### src/rtl/ctrl_pipe_reg.sv
// Control-bundle pipeline register: DEPTH stages of {valid, data} with stall, flush and bubble.
// Slots with valid=0 always carry RST_VAL, so no asserted control bits leak downstream.
module ctrl_pipe_reg #(
  parameter int unsigned           WIDTH   = 5,
  parameter int unsigned           DEPTH   = 1,
  parameter logic [WIDTH-1:0]      RST_VAL = '0,
  parameter int unsigned           CNT_W   = 16,
  localparam int unsigned          OCC_W   = $clog2(DEPTH + 1)
) (
  input  logic             clk,
  input  logic             rst,
  input  logic             in_valid,
  input  logic [WIDTH-1:0] in_data,
  input  logic             stall,
  input  logic             flush,
  input  logic             bubble,
  output logic             out_valid,
  output logic [WIDTH-1:0] out_data,
  output logic [DEPTH-1:0] stage_valid,
  output logic [OCC_W-1:0] occ,
  output logic [CNT_W-1:0] stall_cnt
);

  logic [DEPTH-1:0] v_q;
  logic [WIDTH-1:0] d_q [DEPTH];

  logic             head_v;
  logic [WIDTH-1:0] head_d;

  // A bubble enters as an empty slot; an invalid input is squashed to RST_VAL.
  always_comb begin
    head_v = in_valid & ~bubble;
    head_d = head_v ? in_data : RST_VAL;
  end

  always_ff @(posedge clk) begin
    if (rst || flush) begin
      v_q <= '0;
      for (int i = 0; i < DEPTH; i++) d_q[i] <= RST_VAL;
    end else if (!stall) begin
      v_q[0] <= head_v;
      d_q[0] <= head_d;
      for (int i = 1; i < DEPTH; i++) begin
        v_q[i] <= v_q[i-1];
        d_q[i] <= d_q[i-1];
      end
    end
  end

  always_ff @(posedge clk) begin
    if (rst) begin
      stall_cnt <= '0;
    end else if (stall && !flush && (stall_cnt != {CNT_W{1'b1}})) begin
      stall_cnt <= stall_cnt + 1'b1;
    end
  end

  always_comb begin
    occ = '0;
    for (int i = 0; i < DEPTH; i++) occ = occ + OCC_W'(v_q[i]);
  end

  assign stage_valid = v_q;
  assign out_valid   = v_q[DEPTH-1];
  assign out_data    = d_q[DEPTH-1];

endmodule

### config.mk
export PLATFORM = sky130hd
export DESIGN_NAME = ctrl_pipe_reg
export DESIGN_NICKNAME = d
export VERILOG_FILES = /design/src/rtl/ctrl_pipe_reg.sv
export SDC_FILE = /design/constraint.sdc
export NUM_CORES = 1
export LEC_CHECK = 0
export CORE_MARGIN = 2
export CORE_UTILIZATION = 30
export CTS_BUF_LIST = sky130_fd_sc_hd__clkbuf_8
export CTS_CLUSTER_SIZE = 16
export DETAILED_ROUTE_END_ITERATION = 16
export PLACE_DENSITY = 0.55
export SETUP_SLACK_MARGIN = 0.5
export SLEW_MARGIN = 20
export SYNTH_ARGS = -nofsm -noshare
export SYNTH_HDL_FRONTEND = slang
export SYNTH_SLANG_ARGS = --single-unit
export TNS_END_PERCENT = 50
### constraint.sdc
create_clock -name clk -period 2 [get_ports clk]
set_clock_uncertainty 0.05 [all_clocks]
set_input_delay 0.4 -clock clk [delete_from_list [all_inputs] [get_ports clk]]
set_output_delay 0.4 -clock clk [all_outputs]
set_load 0.02 [all_outputs]
==> results of run 1 <==
-- cell usage after synthesis (all sizes together) (3+ instances only) --
library cell	instances	area, µm²
a21oi	9	45.0
a31oi	4	25.0
and2	5	31.3
and3	3	18.8
buf	3	18.8
dfxtp	17	340
edfxtp	5	150
inv	5	18.8
nand3	3	15.0
nand4	4	25.0
nor2	7	26.3
nor3	6	30.0
nor4	4	31.3
o21ai	8	40.0
or3	6	42.5
-- cell type report --
| cell class | instances | area, µm² | area share [%] |
|---|---|---|---|
| repair buffers | 56 | 523 | 29.0 |
| inverters | 5 | 18.8 | 1.04 |
| multi-input cells | 82 | 606 | 33.6 |
| flip-flops and latches | 22 | 528 | 29.3 |
| clock inverters | 1 | 30.0 | 1.66 |
| clock buffers | 3 | 41.3 | 2.29 |
| well taps | 46 | 57.6 | 3.19 |
-- per-stage QoR --
stage | power (mW) | setup WS (ns) | instances | hold slack (ns) | util [%]
after global routing | 0.995 | 0.270 | 215 | 0.463 | 53.6
after detailed placement | 0.544 | -0.162 | 201 | 0.453 | 47.8
final | 0.961 | 0.311 | 215 | 0.438 | 53.6
after global placement | 0.544 | -0.140 | 201 | 0.441 | 47.8
after CTS | 0.972 | 0.297 | 214 | 0.436 | 52.7
after floorplan | 0.497 | 0.380 | 114 | 0.467 | -
-- kinds of logic (layout without fill, tap and decap cells) --
kind of cell	Yosys count	after routing	synth area share (%)
mux	3	3	2.95
compound gates	27	27	14.9
simple gates	51	51	30.5
fa+ha+maj	1	1	1.18
flops	22	22	46.2
buf+inv	10	65	4.24
-- state kept, by name (all words and copies together), names as in the netlist --
register,cells
stall_cnt,16
out_valid,1
d_q,5
-- routing by layer --
| layer | global-route usage [%] | part of all wire, % |
|---|---|---|
| met5 | 0 | 0 |
| met2 | 26.8 | 48 |
| met3 | 2.32 | 4.4 |
| met1 | 20.4 | 47 |
| met4 | 4.08 | 0.86 |
-- how the worst min path moves through the flow --
stage / to / slack, ns / cells after the start
2_1_floorplan: stall_cnt[3] / 0.47 / 2
3_3_place_gp: out_valid / 0.44 / 1
3_5_place_dp: stall_cnt[4] / 0.45 / 2
4_1_cts: stall_cnt[4] / 0.44 / 2
5_1_grt: stall_cnt[4] / 0.46 / 2
6_report: stall_cnt[4] / 0.44 / 2
-- cells in the final DEF, fill, tap and decap left out, types with 2 or more instances in the layout --
master	Yosys	final
buf_4	2	18
dlygate4sd2_1	0	14
clkdlybuf4s50_1	0	11
a21oi_1	9	9
dfxtp_2	0	9
dlymetal6s2s_1	0	8
nor2_1	7	7
dfxtp_4	0	7
o21ai_0	8	6
nor3_1	6	6
inv_1	5	5
and2_1	5	5
or3_1	5	5
edfxtp_1	5	5
nand4_1	4	4
a31oi_1	4	4
buf_6	0	4
and3_1	3	3
clkbuf_8	0	3
nor4_2	1	2
mux2i_1	2	2
o31ai_1	2	2
or4_1	2	2
nor2b_1	2	2
nand2_1	2	2
-- worst max-delay path, cell delays in order, from the launching register on --
cell      delay (ns)
dfxtp_4         0.37
buf_4           0.12
nand4b_4        0.10
or3_4           0.37
or4_1           0.48
a21oi_1         0.13
-- timing repair --
item,CTS,global route
gates cloned,1,0
endpoints found under the setup margin,50,29
pin swaps,11,0
gates resized for setup,27,9
setup buffers,8,1
-- where the power goes --
group | internal, mW | leakage [nW] | switching (mW) | total (mW)
clock network | 0.268 | 0.0357 | 0.156 | 0.424
logic | 0.0442 | 0.629 | 0.0364 | 0.0806
registers | 0.452 | 0.205 | 0.00439 | 0.456
total | 0.764 | 0.870 | 0.197 | 0.961
==> impl_metrics.ini, run 1 <==
[sta]
finalHoldViolCount = 0
max_freq_mhz = 592
grt_setup_unrepaired = yes
worst_pin_slew_ns = 0.402
tns_ns = 0
drv_slew = 0
finalSetupViolCount = 0
period_needed_ns = 1.69
period_share_pct = 84.5
maxSlewHeadroom_pct = 73.0

[place]
place_area_mm2 = 0.00161
dpl.hpwl_mm = 2.01
gp_congestion = 0.727
port_buffers = 34

[finish]
fillerInstances = 345
drive_above_1_share_pct = 32.5
final_area_mm2 = 0.00180
final_nets = 182
area_delta_synth_final_pct = 70.0
num_antenna_cells = 0

[clocking]
numCtsBuffers = 3
root_buffer = clkbuf_8
clk_pin_slew_worst_paths_ns = 0.08
cts_tree = done
cts.htree.levels = 1
clock_latency_ns = 0.27
cts.sinks = 22
cts.hold.buffers_added = 0
clockBufferDepth = 2

[synth]
synth_area_per_cell_um2 = 9.31
ys_types = 36
ys_ff_latch = 22
syn_nets = 126
synth_flop_cell = dfxtp_1
async_reset_ff_share_pct = 0
syn-cell-area_mm2 = 0.00106
ys_warn_count = 0
synthCells = 114
seq_area_frac_synth_pct = 46.2
synth_edf_count = 5

[routing]
vias = 1064
wirelength_mm = 2.91
wl_per_cell_um = 13.5
drtIter0Drc = 26
vias_per_cell = 4.95
drcViolationCount = 0
detail-route-antenna-nets = 0
dr.pass1.iters = 4

[floorplan]
dieArea_mm2 = 0.00403
io_pins = 35
die_h_um = 63.5
row_count = 21
coreArea_mm2 = 0.00336
start_util_pct = 31.5
fp.dieW_um = 63.5

[setup_path]
worstSetupPathType = flop to flop
start_kind = flop
reg2reg_from = stall_cnt[1]
crit_required_ns = 2.15
r2r_end = stall_cnt[9]
startpoint = stall_cnt[1]
cp.arrival_ns = 1.84
r2r_cells = 5
cp-end-kind = flop
endpoint = stall_cnt[9]
worst-path-max-fanout = 4
r2r_slack_ns = 0.31

[global_route]
grt_antenna_before_repair = 0
grt_pass1_wl_mm = 5.09
overflow = 0
grt_max_degree = 16
track_usage_pct = 15.6
grt_pass1_vias = 1061

[power_and_ir_drop]
p_leak_nw = 0.870
power_density_mw_per_mm2 = 532
ir_worst_vdd_mv = 0.263

[run_status]
status = finished, final reports clean

[min_path]
min_from = stall_cnt[4]
hold_path.class = flop to flop

[run]
drv_cap = 0
Note: power is estimated with default switching activity, not from simulation.
==> run 2: changes to the inputs <==
--- a/config.mk
+++ b/config.mk
@@ -10,7 +10,7 @@
 export CTS_BUF_LIST = sky130_fd_sc_hd__clkbuf_8
 export CTS_CLUSTER_SIZE = 16
 export DETAILED_ROUTE_END_ITERATION = 16
-export PLACE_DENSITY = 0.55
+export PLACE_DENSITY = 0.57
 export SETUP_SLACK_MARGIN = 0.5
 export SLEW_MARGIN = 20
 export SYNTH_ARGS = -nofsm -noshare
==> constraint.sdc (replaced) <==
create_clock -name clk -period 1.4 [get_ports clk]
set_clock_uncertainty 0.05 [all_clocks]
set_input_delay 0.28 -clock clk [delete_from_list [all_inputs] [get_ports clk]]
set_output_delay 0.28 -clock clk [all_outputs]
set_load 0.02 [all_outputs]
==> impl_metrics.ini, run 2 (synthesis results as in run 1) <==
[routing]
drtIter0Drc = 37
vias = 1187
drcViolationCount = 0
wirelength_mm = 3.14
wl_per_cell_um = 13.1
vias_per_cell = 4.97
detail-route-antenna-nets = 0
dr.pass1.iters = 4

[sta]
maxSlewHeadroom_pct = 80.2
tns_ns = -2.11
setup_slack_ns = -0.217
period_needed_ns = 1.62
period_share_pct = 115
drv_slew = 0
grt_setup_unrepaired = yes
finalHoldViolCount = 0
max_freq_mhz = 619
worst_pin_slew_ns = 0.295
finalSetupViolCount = 13

[setup_path]
path_cells = ha_4, nand4_1, buf_6, nor4_4, buf_6, or4_4, a21oi_2
critical_path.top_delay_family = simple AND/OR/NAND/NOR gates
crit_path_max_incr_delay_ns = 0.41
cp.arrival_ns = 1.76
startpoint = stall_cnt[0]
cp-end-kind = flop
cp_slowest_cell = or4_4
r2r_slack_ns = -0.22
cpMostUsedCell = buf_6
worstSetupPathType = flop to flop
worst-path-max-fanout = 11
crit_buf_inv = 2
crit_required_ns = 1.54
reg2reg_from = stall_cnt[0]
start_kind = flop

[finish]
num_antenna_cells = 0
final_area_mm2 = 0.00219
final_common_cell = buf_6
largest_register = stall_cnt
fillerInstances = 291
final_cell_mix = buf_6 (47), buf_4 (23), dfxtp_2 (11), dfxtp_4 (6)
final_nets = 206
largest_register_ffs = 16
drive_above_1_share_pct = 66.3
area_delta_synth_final_pct = 106

[clocking]
cts.sinks = 22
cts.hold.buffers_added = 0
root_buffer = clkbuf_8
clock_latency_ns = 0.25
clk_pin_slew_worst_paths_ns = 0.08
numCtsBuffers = 3
cts_tree = done
clockBufferDepth = 2
cts.htree.levels = 1

[place]
gp_congestion = 0.798
dpl.hpwl_mm = 2.23
port_buffers = 34
place_area_mm2 = 0.00180

[min_path]
hold_path.class = input port to flop
min_from = flush

[run]
drv_cap = 0

[global_route]
grt_max_degree = 13
use_met3_pct = 3.21
met1_usage_pct = 20.4
grt_antenna_before_repair = 0
grt_pass1_vias = 1129
track_usage_pct = 15.6
grt_busiest_layer = met2
overflow = 0
grt_pass1_wl_mm = 5.06
use_met2_pct = 25.0

[floorplan]
fp.dieW_um = 63.5
die_h_um = 63.5
coreArea_mm2 = 0.00336
start_util_pct = 31.5
dieArea_mm2 = 0.00403
io_pins = 35
row_count = 21

[power_and_ir_drop]
p_leak_nw = 0.963
power_density_mw_per_mm2 = 542
ir_worst_vdd_mv = 0.380
p_total_mw = 1.19

[run_status]
status = finished with violations
failed_checks = negative setup slack
-- run 2: cell types whose count changed in the layout (fill, tap and decap cells not counted), moves of 4 or more --
cell / change
and2_4: +4
buf_6: +43
dlygate4sd2_1: -14
buf_4: +5
dlymetal6s2s_1: -5
a21oi_2: +4
clkdlybuf4s50_1: -6
and2_1: -4
a21oi_1: -4
-- run 2: cell type report --
type                    instances  area [µm²]  area share, %
repair buffers                 80         810           37.0
multi-input cells              82         727           33.2
flip-flops and latches         22         527           24.1
well taps                      46        57.6           2.63
clock buffers                   3        41.3           1.89
inverters                       5        21.3          0.973
clock inverters                 1        3.75          0.172
-- run 2: final timing paths --
check	end	depth (start not counted)
worst max register to register	stall_cnt[3]	7
worst min register to register	out_valid	1
worst max-delay path	stall_cnt[3]	7
worst min-delay path	stall_cnt[1]	4
-- run 2: power breakdown --
| part | switching (mW) | internal [mW] | leakage (nW) |
|---|---|---|---|
| logic | 0.0622 | 0.0788 | 0.734 |
| registers | 0.00920 | 0.648 | 0.205 |
| clock network | 0.193 | 0.195 | 0.0231 |
-- run 2: timing repair --
action,CTS,global route
cloned,0,0
resized for setup,110,102
setup endpoints to repair,51,51
buffers inserted,2,5
pin swaps,4,18
-- run 2: worst reg2reg max path: cells and delay by family, from the launching register on --
| family | cells | cell delay [ns] |
|---|---|---|
| simple gates | 3 | 0.55 |
| flops | 1 | 0.37 |
| buf+inv | 2 | 0.30 |
| fa+ha+maj | 1 | 0.16 |
| compound gates | 1 | 0.13 |
-- run 2: layer usage --
metal  vias up  wire length, µm
met3         4              144
met1       564             1390
met2        23             1580
li1        596                -
met4         0               34
met5         -                0
-- run 2: stage by stage --
stage          util [%]  setup WS [ns]  cells  hold slack (ns)
2_1_floorplan         -         -0.210    114            0.428
3_3_place_gp       53.6         -0.616    228            0.434
3_5_place_dp       53.6         -0.650    228            0.445
4_1_cts            57.8         -0.200    234            0.437
5_1_grt            65.0         -0.301    239            0.373
6_report           65.0         -0.217    239            0.322
==> run 3: changes to the inputs <==
--- a/config.mk
+++ b/config.mk
@@ -10,7 +10,7 @@
 export CTS_BUF_LIST = sky130_fd_sc_hd__clkbuf_8
 export CTS_CLUSTER_SIZE = 16
 export DETAILED_ROUTE_END_ITERATION = 16
-export PLACE_DENSITY = 0.57
+export PLACE_DENSITY = 0.55
 export SETUP_SLACK_MARGIN = 0.5
 export SLEW_MARGIN = 20
 export SYNTH_ARGS = -nofsm -noshare
==> constraint.sdc (replaced) <==
create_clock -name clk -period 1.7 [get_ports clk]
set_clock_uncertainty 0.05 [all_clocks]
set_input_delay 0.34 -clock clk [delete_from_list [all_inputs] [get_ports clk]]
set_output_delay 0.34 -clock clk [all_outputs]
set_load 0.02 [all_outputs]
==> impl_metrics.ini, run 3 (synthesis results as in run 1) <==
[run_status]
status = finished, final reports clean

[clocking]
root_buffer = clkbuf_8
cts_tree = done
numCtsBuffers = 3
cts.hold.buffers_added = 0
cts.sinks = 22
clock_latency_ns = 0.26
clockBufferDepth = 2
cts.htree.levels = 1
clk_pin_slew_worst_paths_ns = 0.08

[finish]
fillerInstances = 312
stdcell_count = 226
largest_register = stall_cnt
multiInputGateArea_um2 = 703
final_util_pct = 59.5
area_delta_synth_final_pct = 88.7
final_nets = 193
seq_area_um2 = 552
final_cell_mix = buf_4 (33), buf_6 (24), dfxtp_4 (16), nor2_1 (6), a21oi_1 (6)
largest_register_ffs = 16
final_common_cell = buf_4
num_antenna_cells = 0
drive_above_1_share_pct = 60.0

[global_route]
grt_pass1_vias = 1036
grt_antenna_before_repair = 0
grt_pass1_wl_mm = 4.75
overflow = 0
grt_max_degree = 13
track_usage_pct = 14.7

[sta]
period_share_pct = 96.9
maxSlewHeadroom_pct = 79.0
period_needed_ns = 1.65
finalSetupViolCount = 0
max_freq_mhz = 607
worst_pin_slew_ns = 0.313
hold_slack_ns = 0.383
drv_slew = 0
tns_ns = 0
finalHoldViolCount = 0
grt_setup_unrepaired = yes

[setup_path]
start_kind = flop
cp.arrival_ns = 1.79
worst-path-max-fanout = 12
crit_required_ns = 1.85
cp-end-kind = flop
worstSetupPathType = flop to flop

[floorplan]
fp.dieW_um = 63.5
dieArea_mm2 = 0.00403
coreArea_mm2 = 0.00336
io_pins = 35
row_count = 21
die_h_um = 63.5
start_util_pct = 31.5

[power_and_ir_drop]
ir_worst_vdd_mv = 0.478
p_total_mw = 1.01
p_leak_nw = 0.868
power_density_mw_per_mm2 = 503

[routing]
drcViolationCount = 0
detail-route-antenna-nets = 0
wl_per_cell_um = 13.7
drtIter0Drc = 29
vias_per_cell = 5.01
vias = 1132
wirelength_mm = 3.09
dr.pass1.iters = 3

[place]
gp_congestion = 0.779
port_buffers = 34
dpl.hpwl_mm = 2.05
placedCellCount = 206

[min_path]
hold_path.class = input port to flop

[run]
drv_cap = 0
## run 3: stage by stage
step,worst slack (ns),cell area [µm²]
after floorplan,0.0889,1140
after global placement,-0.393,1640
after detailed placement,-0.422,1640
after CTS,0.0455,1740
after global routing,-0.0171,2000
final,0.0530,2000
## run 3: final timing paths
check / slack, ns / startpoint / cells past startpoint / to
hold reg to reg: 0.44 / out_valid / 1 / out_valid
setup / recovery: 0.05 / stall_cnt[0] / 7 / stall_cnt[3]
setup reg to reg: 0.05 / stall_cnt[0] / 7 / stall_cnt[3]
hold / removal: 0.38 / flush / 4 / stall_cnt[1]
## run 3: area by class of cell
| type | instances | area share, % |
|---|---|---|
| clock buffers | 4 | 2.75 |
| well taps | 46 | 2.88 |
| repair buffers | 67 | 30.7 |
| inverters | 5 | 0.938 |
| flip-flops and latches | 22 | 27.6 |
| multi-input cells | 82 | 35.1 |
## run 3: where the power goes
part / internal (mW) / switching, mW / total, mW
registers: 0.518 / 0.00695 / 0.525
clock network: 0.207 / 0.171 / 0.378
logic: 0.0576 / 0.0467 / 0.104
total: 0.782 / 0.225 / 1.01
## run 3: timing repair
item / in CTS / in global routing
resized for setup: 87 / 98
setup buffers: 5 / 11
gates cloned: 0 / 0
setup endpoints to repair: 51 / 50
pin swaps: 7 / 11
## run 3: critical path: stages (launching register included)
cell     delay, ns
dfxtp_4       0.37
ha_4          0.16
nand4_1       0.13
buf_4         0.15
nor4_4        0.04
buf_6         0.14
or4_4         0.41
a21oi_2       0.12
## run 3: metal layers
metal / part of all wire [%] / GRT usage, % / up-vias
met2: 51 / 23.8 / 27
met5: 0 / 0 / -
met3: 4.6 / 4.11 / 2
met4: 0.32 / 2.45 / 0
met1: 44 / 19.6 / 543
li1: - / - / 560
